File: config.mk
export PLATFORM = sky130hd
export DESIGN_NAME = seq_multi_op
export DESIGN_NICKNAME = d
export VERILOG_FILES = /design/src/rtl/seq_multi_op.sv
export SDC_FILE = /design/constraint.sdc
export NUM_CORES = 1
export LEC_CHECK = 0
export CORE_ASPECT_RATIO = 1.4
export CORE_MARGIN = 5
export CORE_UTILIZATION = 35
export CTS_CLUSTER_DIAMETER = 120
export DETAILED_ROUTE_END_ITERATION = 16
export PLACE_DENSITY = 0.65
export SLEW_MARGIN = 30
export SYNTH_ARGS = -nofsm -noshare
export SYNTH_HDL_FRONTEND = slang
export SYNTH_SLANG_ARGS = --single-unit
File: constraint.sdc
create_clock -name clk -period 2.3 [get_ports clk]
set_input_delay 0.575 -clock clk [delete_from_list [all_inputs] [get_ports clk]]
set_output_delay 0.575 -clock clk [all_outputs]
set_load 0.05 [all_outputs]
File: src/rtl/seq_multi_op.sv
// Serial multi-function unit: captures operands on start, counts set odd-index bits of a
// one bit per cycle, then registers compare / byte-rotate / error / XNOR results with done.
module seq_multi_op #(
    parameter int A_W       = 16,
    parameter int B_W       = 32,
    parameter int CMP_W     = 8,
    parameter int ROT_BYTES = 2
) (
    input  logic                               clk,
    input  logic                               rst_n,
    input  logic                               start,
    input  logic                               c_en,
    input  logic                               sel_en,
    input  logic                               gate_en,
    input  logic [A_W-1:0]                     a,
    input  logic [B_W-1:0]                     b,
    input  logic                               x,
    input  logic                               y,
    input  logic                               z,
    input  logic                               err_clr,
    output logic                               busy,
    output logic                               done,
    output logic [$clog2(A_W/2+1)-1:0]         sum_out,
    output logic [1:0]                         cmp_out,
    output logic [B_W-1:0]                     h_out,
    output logic                               err_out,
    output logic                               xor_out
);

    localparam int HALF  = A_W / 2;
    localparam int SUM_W = $clog2(HALF + 1);
    localparam int IDX_W = (HALF > 1) ? $clog2(HALF) : 1;
    localparam int MW    = (A_W > CMP_W) ? A_W : CMP_W;

    typedef enum logic [1:0] {
        ST_IDLE  = 2'd0,
        ST_COUNT = 2'd1,
        ST_DONE  = 2'd2
    } state_t;

    function automatic logic [B_W-1:0] rot_left_bytes(input logic [B_W-1:0] v);
        return (v << (8 * ROT_BYTES)) | (v >> (B_W - 8 * ROT_BYTES));
    endfunction

    function automatic logic [1:0] cmp_unsigned(input logic [MW-1:0] lhs, input logic [MW-1:0] rhs);
        logic [1:0] r;
        if (lhs == rhs) begin
            r = 2'b00;
        end else if (lhs < rhs) begin
            r = 2'b01;
        end else begin
            r = 2'b10;
        end
        return r;
    endfunction

    state_t             state_q, state_d;
    logic [A_W-1:0]     a_q, a_d;
    logic [B_W-1:0]     b_q, b_d;
    logic               x_q, x_d, y_q, y_d, z_q, z_d;
    logic               c_en_q, c_en_d, sel_en_q, sel_en_d, gate_en_q, gate_en_d;
    logic [SUM_W-1:0]   acc_q, acc_d;
    logic [IDX_W-1:0]   idx_q, idx_d;
    logic               busy_q, busy_d, done_q, done_d;
    logic [SUM_W-1:0]   sum_q, sum_d;
    logic [1:0]         cmp_q, cmp_d;
    logic [B_W-1:0]     h_q, h_d;
    logic               err_q, err_d;
    logic               xor_q, xor_d;

    logic               odd_bit_s;
    logic [SUM_W-1:0]   acc_next_s;
    logic               err_set_s;
    logic [MW-1:0]      a_ext_s, key_ext_s;

    // Datapath helpers: current odd bit, running sum, zero-extended compare operands
    always_comb begin
        odd_bit_s  = a_q[{idx_q, 1'b1}];
        acc_next_s = acc_q + SUM_W'(odd_bit_s);
        a_ext_s    = MW'(a_q);
        key_ext_s  = MW'(b_q[B_W-1 -: CMP_W]);
    end

    // Next-state, capture and result-register logic
    always_comb begin
        state_d   = state_q;
        a_d       = a_q;
        b_d       = b_q;
        x_d       = x_q;
        y_d       = y_q;
        z_d       = z_q;
        c_en_d    = c_en_q;
        sel_en_d  = sel_en_q;
        gate_en_d = gate_en_q;
        acc_d     = acc_q;
        idx_d     = idx_q;
        sum_d     = sum_q;
        cmp_d     = cmp_q;
        h_d       = h_q;
        xor_d     = xor_q;
        err_set_s = 1'b0;

        case (state_q)
            ST_IDLE: begin
                if (start) begin
                    a_d       = a;
                    b_d       = b;
                    x_d       = x;
                    y_d       = y;
                    z_d       = z;
                    c_en_d    = c_en;
                    sel_en_d  = sel_en;
                    gate_en_d = gate_en;
                    acc_d     = '0;
                    idx_d     = '0;
                    state_d   = ST_COUNT;
                end else begin
                    state_d   = ST_IDLE;
                end
            end
            ST_COUNT: begin
                acc_d = acc_next_s;
                idx_d = idx_q + IDX_W'(1);
                if (idx_q == IDX_W'(HALF - 1)) begin
                    // Last bit: results land on the same edge that enters DONE
                    state_d = ST_DONE;
                    sum_d   = acc_next_s;
                    if (c_en_q && sel_en_q && gate_en_q) begin
                        err_set_s = 1'b1;
                    end else if (c_en_q) begin
                        cmp_d = cmp_unsigned(a_ext_s, key_ext_s);
                    end else begin
                        cmp_d = cmp_q;
                    end
                    if (sel_en_q) begin
                        h_d = rot_left_bytes(b_q);
                    end else begin
                        h_d = h_q;
                    end
                    if (gate_en_q) begin
                        xor_d = x_q ^ ~(y_q ^ z_q);
                    end else begin
                        xor_d = xor_q;
                    end
                end else begin
                    state_d = ST_COUNT;
                end
            end
            ST_DONE: begin
                state_d = ST_IDLE;
            end
            default: begin
                state_d = ST_IDLE;
            end
        endcase

        if (err_set_s) begin
            err_d = 1'b1;
        end else if (err_clr) begin
            err_d = 1'b0;
        end else begin
            err_d = err_q;
        end

        busy_d = (state_d != ST_IDLE);
        done_d = (state_d == ST_DONE);
    end

    // State and output registers with synchronous active-low reset
    always_ff @(posedge clk) begin
        if (!rst_n) begin
            state_q   <= ST_IDLE;
            a_q       <= '0;
            b_q       <= '0;
            x_q       <= 1'b0;
            y_q       <= 1'b0;
            z_q       <= 1'b0;
            c_en_q    <= 1'b0;
            sel_en_q  <= 1'b0;
            gate_en_q <= 1'b0;
            acc_q     <= '0;
            idx_q     <= '0;
            busy_q    <= 1'b0;
            done_q    <= 1'b0;
            sum_q     <= '0;
            cmp_q     <= 2'b00;
            h_q       <= '0;
            err_q     <= 1'b0;
            xor_q     <= 1'b0;
        end else begin
            state_q   <= state_d;
            a_q       <= a_d;
            b_q       <= b_d;
            x_q       <= x_d;
            y_q       <= y_d;
            z_q       <= z_d;
            c_en_q    <= c_en_d;
            sel_en_q  <= sel_en_d;
            gate_en_q <= gate_en_d;
            acc_q     <= acc_d;
            idx_q     <= idx_d;
            busy_q    <= busy_d;
            done_q    <= done_d;
            sum_q     <= sum_d;
            cmp_q     <= cmp_d;
            h_q       <= h_d;
            err_q     <= err_d;
            xor_q     <= xor_d;
        end
    end

    assign busy    = busy_q;
    assign done    = done_q;
    assign sum_out = sum_q;
    assign cmp_out = cmp_q;
    assign h_out   = h_q;
    assign err_out = err_q;
    assign xor_out = xor_q;

endmodule

# Word level (Yosys, flattened, before mapping)
# Index checks and enable logic that the tools add are counted.
op_classes:
  n_addsub: 2
  order_cmp: 2
  eq_ne: 5
  muxes: 16
  n_bitwise: 5
  reduce_logical: 12
op_table:
  columns: ["cell", "n"]
  rows:
  - ["32-bit by 16-bit bitwise OR with 32-bit output", 1]
  - ["16-bit by 8-bit equality test with 1-bit output", 1]
  - ["16-bit by 8-bit < comparator with 1-bit output", 1]
  - ["4-bit case mux with 2 select lines", 1]
  - ["1-bit 2-to-1 mux", 7]
  - ["2-bit 2-to-1 mux", 3]
  - ["3-bit case mux with 2 select lines", 1]
  - ["2-bit AND reduction", 3]
  - ["3-bit AND reduction", 2]
  - ["2-bit nonzero test", 3]
  - ["4-bit by 5-bit < comparator with 1-bit output, second input constant", 1]
  - ["4-bit by 1-bit adder with 4-bit output", 1]
  - ["4-bit 2-to-1 mux", 1]
  - ["2-bit case mux with 2 select lines", 1]
  - ["4-bit AND reduction", 1]
  - ["3-bit by 1-bit adder with 3-bit output, second input constant", 1]
  - ["1-bit binary-select mux with 3-bit select", 1]
  - ["3-bit equality test, second input constant", 1]
  - ["3-bit 2-to-1 mux", 1]
  - ["2-bit by 1-bit equality test with 1-bit output, second input constant", 1]
  - ["2-bit equality test, second input constant", 1]
  - ["1-bit logical AND", 2]
  - ["2-bit zero test", 1]
  - ["2-bit != test, second input constant", 1]
  - ["2 further kinds", 4]
word_totals:
  register_bits: 105
  input_bits: 58
  out_inout_bits: 42
  elab_cells: 60

# Logic depth before layout (Yosys ltp)
logic_depth:
  ltp_word: 6
  depth_mapped: 8
  depth_no_buf: 7

# Least setup slack after synthesis
# OpenSTA, ideal clock, no wires.
synth_timing:
  path_kind: "register -> register"
  startpoint: "reg idx_q[0]"
  endpoint: "reg acc_q[2]"
  setup_ns: 0.140
  t_arrival_ns: 1.912
  required_ns: 2.160
  slack_ns: 0.249
  path_stages_with_launch: 8
  n_path_buf: 0
  period_less_slack_ns: 2.051
  path_cell_list: "dfxtp_1 mux4_2 mux2_2 ha_1 ha_1 nor3b_1 o21ai_0 a21oi_1"
synth_between:
  elab_chain_cells: 4
synth_rtl:
  columns: ["item", "line", "rtl"]
  rows:
  - ["start: declaration", "63", "logic [IDX_W-1:0] idx_q, idx_d;"]
  - ["start signal: assignment", "201", "idx_q <= idx_d;"]
  - ["1-bit binary-select mux with 3-bit select", "78", "odd_bit_s = a_q[{idx_q, 1'b1}];"]
  - ["1-bit 2-to-1 mux (implied by the code)", "78", null]
  - ["4-bit by 1-bit adder with 4-bit output", "79", "acc_next_s = acc_q + SUM_W'(odd_bit_s);"]
  - ["4-bit case mux with 2 select lines", "103", "case (state_q)"]
  - ["end signal: assignment", "181", "acc_q <= '0;"]
  - ["end signal: assignment", "200", "acc_q <= acc_d;"]
  - ["end: declaration", "62", "logic [SUM_W-1:0] acc_q, acc_d;"]
# Every way passes these cells. The select of a mux whose other input is x is not followed.
# A chain may end at the register's enable or synchronous reset.

# Worst setup path in the final report
# Same ends and word-level chain as after synthesis.

==> reports/metrics.json <==
{
  "critical_path": {
    "worstPathArrival_ns": 2.32,
    "cp-end-kind": "flip-flop",
    "critical_path_required_ns": 2.51,
    "crit_buf_inv": 0,
    "rr_worst_depth": 7,
    "regToRegSetupSlack_ns": 0.19,
    "crit_path_top_delay_cell": "mux4_2",
    "timing_worst_setup_path_type": "flip-flop to flip-flop",
    "worst_r2r_startpoint": "idx_q[0]",
    "cp_common_cell": "ha_1",
    "timing.rr.end": "acc_q[2]",
    "timing.critical_path.cells": "mux4_2 > mux2_2 > ha_1 > ha_1 > nor3b_1 > o21ai_0 > a21oi_1",
    "max_stage_delay_ns": 0.51,
    "timing.critical_path.max_delay_family": "multiplexers",
    "crit_fanout": 4,
    "setup_crit_start_kind": "flip-flop"
  },
  "placed_design": {
    "dp.cells": 711,
    "dp_wirelength_um": 7050,
    "gp_congestion": 0.803,
    "io_buffer_count": 99
  },
  "routing": {
    "drt-wirelength-per-cell_um": 13.9,
    "drc": 0,
    "detail-route-antenna-nets": 0,
    "drt-pass1-iter-count": 4,
    "avgViaCountPerCell": 4.80,
    "routed-via-count": 3493,
    "dr.first_iter.drc_count": 111,
    "totalWireLength_um": 10100
  },
  "min_path": {
    "worst_hold_path.num_cells": 2,
    "origin_of_the_worst_min_delay_path": "b_q[11]",
    "worst_hold_path_type": "flip-flop to flip-flop",
    "endpoint_of_the_worst_hold_timing_path": "h_out[27]"
  },
  "clock_network": {
    "clkSlewWorstSetupHoldPaths_ns": 0.07,
    "clock_sinks": 105,
    "post_cts_hold_buffer_count": 0,
    "cts.htree.levels": 3,
    "cts_buffers": 9,
    "clock_insertion_delay_worst_skew_ns": 0.34,
    "cts_root_buffer": "clkbuf_16",
    "tritoncts": "done",
    "longest_clk_path_bufs": 2
  },
  "timing": {
    "timing_worst_slew_pin_value_ns": 0.551,
    "min_period_over_period": 0.918,
    "finalClockSkew_ns": 0.0102,
    "timing_hold_violations_final": 0,
    "finalSetupViolCount": 0,
    "fin_crit_ns": 2.11,
    "totalNegativeSetupSlack_ns": 0,
    "worst_case_headroom_to_the_max_slew_limit": 0.632,
    "grt_setup_unrepaired": "false",
    "timing.hold.ws_ns": 0.452,
    "maxClockFrequency_mhz": 474,
    "drv_slew": 0
  },
  "power_and_ir_drop": {
    "powerDensity_nw_per_um2": 661,
    "leakagePower_nw": 1.94,
    "vdd_ir_drop_max_mv": 0.317
  },
  "final_layout": {
    "final_cell_mix": "nand2_1, dfxtp_1, clkdlybuf4s50_1",
    "syn2layout_area_growth_pct": 32.1,
    "antenna-diode-count": 0,
    "layout.filler_cells": 1182,
    "sequential_standard_cell_area_um2": 2100,
    "multi_input_comb_area_um2": 1850,
    "finish.cell_count_without_fillers": 727,
    "finish.utilization": 0.471,
    "layout.cells.most_common": "nand2_1",
    "layout.nets": 645,
    "post_route_cells_drive_above_1_share": 0.119
  },
  "floorplan": {
    "io_pins": 100,
    "design.core.area_um2": 11800,
    "die_width_um": 102,
    "die-area_um2": 14300,
    "fp.dieH_um": 139,
    "initial_utilization": 0.356,
    "placementRows": 47
  },
  "yosys": {
    "synth_fp_nets": 560,
    "synth_warnings": 0,
    "syn_inst": 490,
    "syn-cell-area_um2": 4190,
    "synth_cell_types": 40,
    "post_synth.cell_area_avg_um2": 8.55,
    "synth-seq-area-share": 0.501,
    "ys_seq_elements": 105
  },
  "global_route": {
    "globalRouteTotalUtil": 0.148,
    "global_route.overflow_total": 0,
    "grt_max_degree": 77,
    "via_count_of_the_first_global_routing_pass": 3581,
    "antenna_found_initial": 0,
    "grt_pass1_wl_um": 17000
  },
  "flow_run": {
    "max_cap_viols": 0
  },
  "status": {
    "run_status": "finished, final reports clean"
  }
}
## synthesized netlist by cell type, drive strengths merged
cell type / number / share of area
inv: 11 / 0.0099
clkbuf: 11 / 0.0099
and2: 2 / 0.0030
a2111o: 1 / 0.0027
mux2: 1 / 0.0027
nand2: 178 / 0.16
nor4: 2 / 0.0030
nand4: 3 / 0.0045
o211ai: 1 / 0.0018
nand2b: 1 / 0.0015
a211oi: 1 / 0.0018
o21ai: 1 / 0.0012
nor2: 15 / 0.013
nor2b: 3 / 0.0063
mux2i: 5 / 0.012
a22oi: 5 / 0.0090
nand3: 3 / 0.0036
nor3b: 1 / 0.0018
and3: 3 / 0.0057
buf: 21 / 0.037
ha: 12 / 0.036
o41ai: 1 / 0.0039
nor3: 2 / 0.0024
dfxtp: 105 / 0.50
a32oi: 1 / 0.0021
or2: 1 / 0.0015
a21oi: 91 / 0.14
xnor2: 4 / 0.0084
a32o: 1 / 0.0024
mux4: 2 / 0.011
a311oi: 1 / 0.0021
## area by class of cell
class	instances	share of cell area
Inverter	11	0.00768
Sequential cell	105	0.380
Multi-Input combinational cell	342	0.335
Clock buffer	10	0.0413
Tap cell	147	0.0332
Timing Repair Buffer	106	0.195
Clock inverter	6	0.00813
## registers in the layout (all words and copies together), names as in the netlist
signal	flops
xor_out	1
state_q	2
busy	1
a_ext_s	16
y_q	1
c_en_q	1
idx_q	3
gate_en_q	1
z_q	1
err_out	1
sum_out	4
x_q	1
sel_en_q	1
b_q	32
done	1
acc_q	4
cmp_out	2
h_out	32
## worst max path at each step
stage	from	endpoint	cells after the start
2_1_floorplan	idx_q[0]	acc_q[2]	7
4_1_cts	idx_q[0]	acc_q[2]	7
3_3_place_gp	idx_q[0]	acc_q[2]	7
6_report	idx_q[0]	acc_q[2]	7
3_5_place_dp	idx_q[0]	acc_q[2]	7
5_1_grt	idx_q[0]	acc_q[2]	7
## report_power, final
part / total (mW) / leakage [nW] / switching (mW) / internal (mW)
logic: 0.349 / 0.962 / 0.174 / 0.175
registers: 1.91 / 0.855 / 0.0384 / 1.88
clock network: 1.40 / 0.125 / 0.664 / 0.736
total: 3.66 / 1.94 / 0.877 / 2.79
## kinds of logic (layout without fill, tap and decap cells)
logic type	after synthesis	in the layout	synth area share
AO/OA/AOI/OAI	104	104	0.162
XOR/XNOR	4	4	0.00836
adder cells (fa/ha/maj)	12	12	0.0358
buffers and inverters	43	133	0.0570
flip-flops	105	105	0.501
multiplexers	8	8	0.0254
AND/OR/NAND/NOR	214	214	0.210
## per-layer routing
layer,GRT usage,up-vias,share of wire
met3,0.0300,12,0.044
met4,0.0553,0,0.016
met1,0.177,1632,0.42
met2,0.255,71,0.52
li1,-,1778,-
met5,0,-,0
## tightest hold or removal path, cell delays in order (launching register included)
cell,delay (ns)
dfxtp_1,0.32
nand2_2,0.06
a21oi_2,0.04
## metrics by stage
| stage | cell area (µm²) | power (mW) | setup WS (ns) |
|---|---|---|---|
| final | 5540 | 3.66 | 0.189 |
| after global routing | 5540 | 3.84 | 0.0129 |
| after floorplan | 4190 | 2.14 | 0.249 |
| after global placement | 5260 | 2.30 | 0.149 |
| after CTS | 5540 | 3.71 | 0.0924 |
| after detailed placement | 5260 | 2.31 | 0.105 |
## what timing repair did
item	CTS	global route
hold endpoints to repair	0	0
gates resized for setup	0	1
setup buffers	0	0
endpoints found under the setup margin	0	1
Power figures use the tool's default switching activity.
